### config.mk
export PLATFORM = sky130hd
export DESIGN_NAME = run_controller
export DESIGN_NICKNAME = d
export VERILOG_FILES = /design/src/rtl/run_ctrl_pkg.sv /design/src/rtl/run_controller_stall_detector.sv /design/src/rtl/run_controller.sv
export SDC_FILE = /design/constraint.sdc
export NUM_CORES = 1
export LEC_CHECK = 0
export CAP_MARGIN = 10
export CORE_AREA = 2 2 122 124
export DETAILED_ROUTE_END_ITERATION = 7
export DIE_AREA = 0 0 124 126
export GPL_ROUTABILITY_DRIVEN = 1
export PLACE_DENSITY = 0.82
export SLEW_MARGIN = 30
export SYNTH_ARGS = -nofsm -noshare
export SYNTH_HDL_FRONTEND = slang
export SYNTH_SLANG_ARGS = --single-unit
### constraint.sdc
create_clock -name clk -period 3.9 [get_ports clk]
set_input_delay 0.78 -clock clk [delete_from_list [all_inputs] [get_ports clk]]
set_output_delay 0.78 -clock clk [all_outputs]
set_load 0.005 [all_outputs]
### src/rtl/run_ctrl_pkg.sv
// Shared definitions for the run controller.
//   run_state_e : controller state encoding (IDLE, HOLD, RUN, HALTED, TIMEOUT)
//   DEF_*       : default parameter values used by run_controller and stall_detector
//   STALL_CNT_W : width of the consecutive-equal-pc counter (STALL_LIMIT <= 255)
package run_ctrl_pkg;

    typedef enum logic [2:0] {
        ST_IDLE    = 3'd0,
        ST_HOLD    = 3'd1,
        ST_RUN     = 3'd2,
        ST_HALTED  = 3'd3,
        ST_TIMEOUT = 3'd4
    } run_state_e;

    localparam int DEF_RESET_CYCLES = 2;
    localparam int DEF_MAX_CYCLES   = 400;
    localparam int DEF_STALL_LIMIT  = 4;
    localparam int DEF_PC_W         = 64;
    localparam int DEF_CNT_W        = 32;
    localparam int STALL_CNT_W      = 8;

endpackage

### src/rtl/run_controller_stall_detector.sv
// Self-loop detector for the observed program counter.
// Ports:
//   clk, reset  : clock, synchronous active-high reset
//   enable      : high while the core is running; low clears all history
//   pc          : program counter observed this cycle
//   stall_hit   : high in the cycle where pc has equalled the previous
//                 cycle's pc for STALL_LIMIT consecutive cycles
module stall_detector
    import run_ctrl_pkg::*;
#(
    parameter int PC_W        = DEF_PC_W,
    parameter int STALL_LIMIT = DEF_STALL_LIMIT
) (
    input  logic            clk,
    input  logic            reset,
    input  logic            enable,
    input  logic [PC_W-1:0] pc,
    output logic            stall_hit
);

    logic [PC_W-1:0]        prev_pc_reg;
    logic                   prev_valid_reg;
    logic [STALL_CNT_W-1:0] eq_cnt_reg;
    logic                   pc_same;

    // The first enabled cycle has no meaningful previous pc, so it never
    // counts as a repeat.
    assign pc_same = prev_valid_reg && (pc == prev_pc_reg);

    always_ff @(posedge clk) begin
        if (reset || !enable) begin
            prev_pc_reg    <= '0;
            prev_valid_reg <= 1'b0;
            eq_cnt_reg     <= '0;
        end else begin
            prev_pc_reg    <= pc;
            prev_valid_reg <= 1'b1;
            eq_cnt_reg     <= pc_same ? (eq_cnt_reg + STALL_CNT_W'(1)) : '0;
        end
    end

    // eq_cnt_reg holds the number of earlier consecutive repeats; this cycle
    // is the STALL_LIMIT-th repeat when it already holds STALL_LIMIT-1.
    assign stall_hit = enable && pc_same &&
                       (eq_cnt_reg == STALL_CNT_W'(STALL_LIMIT - 1));

endmodule

### src/rtl/run_controller.sv
// Run controller: holds a core in reset, releases it for a bounded run and
// stops it on an explicit halt, a pc self-loop or cycle-budget exhaustion.
// Ports:
//   clk, reset   : clock, synchronous active-high reset
//   start        : one-cycle pulse, begins a run from IDLE/HALTED/TIMEOUT
//   pc           : program counter observed from the core
//   halt_req     : explicit halt request from the core
//   core_reset   : reset to the core (high everywhere except RUN)
//   running      : state is RUN
//   done         : state is HALTED
//   timeout      : state is TIMEOUT
//   cycle_count  : RUN cycles completed in the current or last run
//   final_pc     : pc of the last RUN cycle, captured on leaving RUN
module run_controller
    import run_ctrl_pkg::*;
#(
    parameter int RESET_CYCLES = DEF_RESET_CYCLES,
    parameter int MAX_CYCLES   = DEF_MAX_CYCLES,
    parameter int STALL_LIMIT  = DEF_STALL_LIMIT,
    parameter int PC_W         = DEF_PC_W,
    parameter int CNT_W        = DEF_CNT_W
) (
    input  logic             clk,
    input  logic             reset,
    input  logic             start,
    input  logic [PC_W-1:0]  pc,
    input  logic             halt_req,
    output logic             core_reset,
    output logic             running,
    output logic             done,
    output logic             timeout,
    output logic [CNT_W-1:0] cycle_count,
    output logic [PC_W-1:0]  final_pc
);

    localparam int HOLD_W = (RESET_CYCLES < 2) ? 1 : $clog2(RESET_CYCLES + 1);

    run_state_e       state_reg, state_next;
    logic [HOLD_W-1:0] hold_cnt_reg;
    logic [CNT_W-1:0]  cycle_count_reg;
    logic [PC_W-1:0]   final_pc_reg;
    logic              core_reset_reg, core_reset_next;
    logic              running_reg, running_next;
    logic              done_reg, done_next;
    logic              timeout_reg, timeout_next;

    logic stall_hit;
    logic hold_last;
    logic budget_last;
    logic enter_hold;
    logic leave_run;

    stall_detector #(
        .PC_W        (PC_W),
        .STALL_LIMIT (STALL_LIMIT)
    ) u_stall_detector (
        .clk       (clk),
        .reset     (reset),
        .enable    (state_reg == ST_RUN),
        .pc        (pc),
        .stall_hit (stall_hit)
    );

    assign hold_last   = (hold_cnt_reg == HOLD_W'(RESET_CYCLES - 1));
    // This RUN cycle is the one that brings the count up to MAX_CYCLES.
    assign budget_last = (cycle_count_reg == CNT_W'(MAX_CYCLES - 1));
    assign enter_hold  = (state_reg != ST_HOLD) && (state_next == ST_HOLD);
    assign leave_run   = (state_reg == ST_RUN) && (state_next != ST_RUN);

    // State register
    always_ff @(posedge clk) begin
        if (reset) begin
            state_reg <= ST_IDLE;
        end else begin
            state_reg <= state_next;
        end
    end

    // Next-state logic
    always_comb begin
        state_next = state_reg;
        case (state_reg)
            ST_IDLE:    if (start) state_next = ST_HOLD;
            ST_HOLD:    if (hold_last) state_next = ST_RUN;
            ST_RUN: begin
                // A halt in the same cycle the budget runs out is a halt.
                if (halt_req || stall_hit) begin
                    state_next = ST_HALTED;
                end else if (budget_last) begin
                    state_next = ST_TIMEOUT;
                end
            end
            ST_HALTED,
            ST_TIMEOUT: if (start) state_next = ST_HOLD;
            default:    state_next = ST_IDLE;
        endcase
    end

    // Output decode from the next state so the flags are registered
    // alongside the state itself.
    always_comb begin
        core_reset_next = (state_next != ST_RUN);
        running_next    = (state_next == ST_RUN);
        done_next       = (state_next == ST_HALTED);
        timeout_next    = (state_next == ST_TIMEOUT);
    end

    always_ff @(posedge clk) begin
        if (reset) begin
            core_reset_reg <= 1'b1;
            running_reg    <= 1'b0;
            done_reg       <= 1'b0;
            timeout_reg    <= 1'b0;
        end else begin
            core_reset_reg <= core_reset_next;
            running_reg    <= running_next;
            done_reg       <= done_next;
            timeout_reg    <= timeout_next;
        end
    end

    // Hold-cycle counter, run-cycle counter and final pc capture
    always_ff @(posedge clk) begin
        if (reset) begin
            hold_cnt_reg    <= '0;
            cycle_count_reg <= '0;
            final_pc_reg    <= '0;
        end else begin
            if (enter_hold) begin
                hold_cnt_reg    <= '0;
                cycle_count_reg <= '0;
            end else if (state_reg == ST_HOLD) begin
                hold_cnt_reg <= hold_cnt_reg + HOLD_W'(1);
            end else if (state_reg == ST_RUN) begin
                // Every RUN cycle counts, including the one that ends the run;
                // MAX_CYCLES bounds the count so it never wraps.
                cycle_count_reg <= cycle_count_reg + CNT_W'(1);
            end

            if (leave_run) begin
                final_pc_reg <= pc;
            end
        end
    end

    assign core_reset  = core_reset_reg;
    assign running     = running_reg;
    assign done        = done_reg;
    assign timeout     = timeout_reg;
    assign cycle_count = cycle_count_reg;
    assign final_pc    = final_pc_reg;

endmodule

==> impl_metrics.tcl <==
set metrics [dict create \
    outcome "complete, no violations" \
    cts_htree_levels 4 \
    pin_count 168 \
    fin_total_pwr_mw 3.92 \
    peak_freq_mhz 316 \
    setup-tns-final_ns 0 \
    timing.critical_path.arrival_ns 3.46 \
    yosysUniqueCellTypes 49 \
    synthXorXnorAreaFrac_pct 10.2 \
    cts_root_buf "clkbuf_16" \
    final.min_clock_period_ns 3.16 \
    drt_first_pass_iters 5 \
    min-delay-path-class "register to register" \
    grt_start_max_net_pins 116 \
    std_cell_rows 44 \
    postSynthAreaPerCell_um2 9.94 \
    detailedPlace.worstSlack_ns 0.320 \
    synth_top_family_by_area "simple AND/OR/NAND/NOR gates" \
    antenna_found_initial 1 \
    die-area_um2 15600 \
    final_net_count 997 \
    port_buffers 167 \
    timing_max_transition_violations_final 0 \
    number_of_global_route_vias_before_repair 5385 \
    synthSimpleGateAreaFrac_pct 28.9 \
    die_height_um 126 \
    leading_cell_types_in_the_layout_fill_and_taps_excluded "dfxtp_1 (178), clkdlybuf4s50_1 (166), nand2b_1 (142), xnor2_1 (71), mux2i_1 (65)" \
    flip_flop_cell_with_the_highest_count_after_synthesis "dfxtp_1" \
    fin_worst_skew_ns 0.00804 \
    clock_buffers_created_by_tritoncts 17 \
    tritoncts "yes" \
    detail_route.wirelength_mm 17.5 \
    post_detail_place_hpwl_mm 12.3 \
    timing.reg2reg.setup_slack_ns 1.28 \
    max-clock-path-buffers 2 \
    yosys_register_bits 178 \
    placeableCoreArea_um2 14300 \
    relSlewSlack_pct 62.5 \
    worst_setup_path_start_kind "input port" \
    yosys.area_share.adder_pct 0.488 \
    fp.dieW_um 124 \
    post_syn_area_um2 7690 \
    post-synth-top-area-fraction_pct 46.3 \
    drt-wirelength-per-cell_um 15.6 \
    synth_instances 774 \
    vdd_drop_max_v 0.000296 \
    synth_async_sr_flop_share_pct 0 \
    hold_buffers 0 \
    rsz_0062_raised_after_global_routing "no" \
    cts_num_sinks 178 \
    syn_warnings 0 \
    cp_data_required_time_ns 4.20 \
    synth-edff-count 0 \
    worst_skew_pair_later_pin_latency_ns 0.42 \
    cellLeakagePower_nw 3.89 \
    power_density_nw_per_um2 392 \
    drv_cap 0 \
    layout.cells.most_common "dfxtp_1" \
    post-route-drc-count 0 \
    critical_setup_path_class "input port to register" \
    globalRoute.totalOverflow 0 \
    synth_seq_area_share_pct 46.3 \
    area_growth_pct 30.2 \
    number_of_instances_resized_during_post_cts_repair 0 \
    route.vias.total 5730 \
    proportion_of_synthesized_area_in_mux_cells_pct 8.46 \
    worst_pin_slew_ns 0.563 \
    critPathMaxStageDelay_ns 0.49 \
    start_util_pct 53.7 \
    worst_setup_hold_path_clk_slew_ns 0.06 \
    detail_route.vias_per_cell 5.11 \
    critical_path.max_fanout 35 \
    synth_compound_gate_area_share_pct 2.03 \
    synth_nets 845 \
    setup_violations 0 \
    drive_above_1_share_pct 6.72 \
    endpoint_kind "register" \
    grt.total_usage_pct 22.9 \
    finalCritPeriodShare_pct 81.1 \
    cp_slowest_cell "clkdlybuf4s50_1" \
    first_iter_violations 336 \
    antenna_cells_inserted 0 \
    routabilityCongestion 0.899 \
    timing.final.hold_violations 0 \
    setup_ws_ns 0.737 \
    first_pass_grt_wire_length_mm 27.8 \
    synth_top_cell_by_area "dfxtp_1" \
    synth_top_cells_by_area "dfxtp_1 (46%), nand2b_1 (12%), mux2i_1 (8.5%), xnor2_1 (8.1%), and2_1 (5.1%)" \
    drt.antenna.violating_nets 0 \
    crit_path_cell_trace "clkdlybuf4s50_1, xnor2_1, nand4_1, nor4_1, nand3_1, nand4b_1, and2_4, buf_16, mux2i_1" \
    cts_setup_buffers 0 \
]
-- kinds of logic (layout without fill, tap and decap cells) --
family	count (synthesis)	count (layout)
compound gates	22	22
mux	65	65
buf+inv	55	219
xor+xnor	90	90
flops	178	178
fa+ha+maj	3	3
simple gates	361	361
-- through the flow --
step | hold slack, ns | utilization (%) | instance area (um^2) | instances
after CTS | 0.468 | 70.0 | 10000 | 1122
after global placement | 0.443 | 65.9 | 9430 | 1090
after floorplan | 0.426 | - | 7690 | 774
final | 0.469 | 70.0 | 10000 | 1122
after global routing | 0.494 | 70.0 | 10000 | 1122
after detailed placement | 0.454 | 66.1 | 9460 | 1091
-- power by group --
part	switching [mW]	internal [mW]	leakage (nW)	total, mW
clock network	0.677	0.895	0.275	1.57
registers	0.0309	1.87	1.44	1.90
logic	0.213	0.237	2.18	0.450
total	0.921	3.00	3.89	3.92
-- worst max-delay path: cells and delay by family --
family,cells,cell delay [ns]
xor+xnor,1,0.29
buf+inv,2,0.76
mux,1,0.15
simple gates,5,1.44
-- final timing paths --
| kind | end | startpoint | cells past startpoint |
|---|---|---|---|
| worst min register to register | u_stall_detector.eq_cnt_reg[0]$_SDFF_PP0_ | u_stall_detector.eq_cnt_reg[0]$_SDFF_PP0_ | 1 |
| worst max-delay path | final_pc[9]$_SDFFE_PP0P_ | pc[5] | 9 |
| worst max register to register | final_pc[9]$_SDFFE_PP0P_ | cycle_count[0]$_SDFFE_PP0P_ | 9 |
| worst min-delay path | u_stall_detector.eq_cnt_reg[0]$_SDFF_PP0_ | u_stall_detector.eq_cnt_reg[0]$_SDFF_PP0_ | 1 |
-- per-layer routing --
metal	routed length (um)	vias to the layer above	track usage, %
li1	-	2865	-
met3	948	18	4.57
met5	15	-	0
met4	265	2	7.80
met1	8250	2693	31.7
met2	8020	152	35.8
-- cells in the mapped netlist, types with 11 or more instances --
| master | n |
|---|---|
| nor3_1 | 28 |
| nand3_1 | 18 |
| nand2_1 | 15 |
| dfxtp_1 | 178 |
| mux2i_1 | 65 |
| inv_1 | 16 |
| nor2_1 | 21 |
| nor4_1 | 11 |
| nand2b_1 | 142 |
| and2_1 | 63 |
| clkbuf_1 | 25 |
| xor2_1 | 19 |
| nand4_1 | 20 |
| xnor2_1 | 71 |
| nor3_2 | 12 |
-- final cells by class --
class | instances | area [um^2]
Fill cell | 1130 | 4300
Multi-Input combinational cell | 541 | 3870
Sequential cell | 178 | 3560
Timing Repair Buffer | 172 | 1740
Clock buffer | 23 | 498
Tap cell | 184 | 230
Inverter | 16 | 60.1
Clock inverter | 8 | 53.8
No activity file was read; power rests on OpenSTA's default activity.
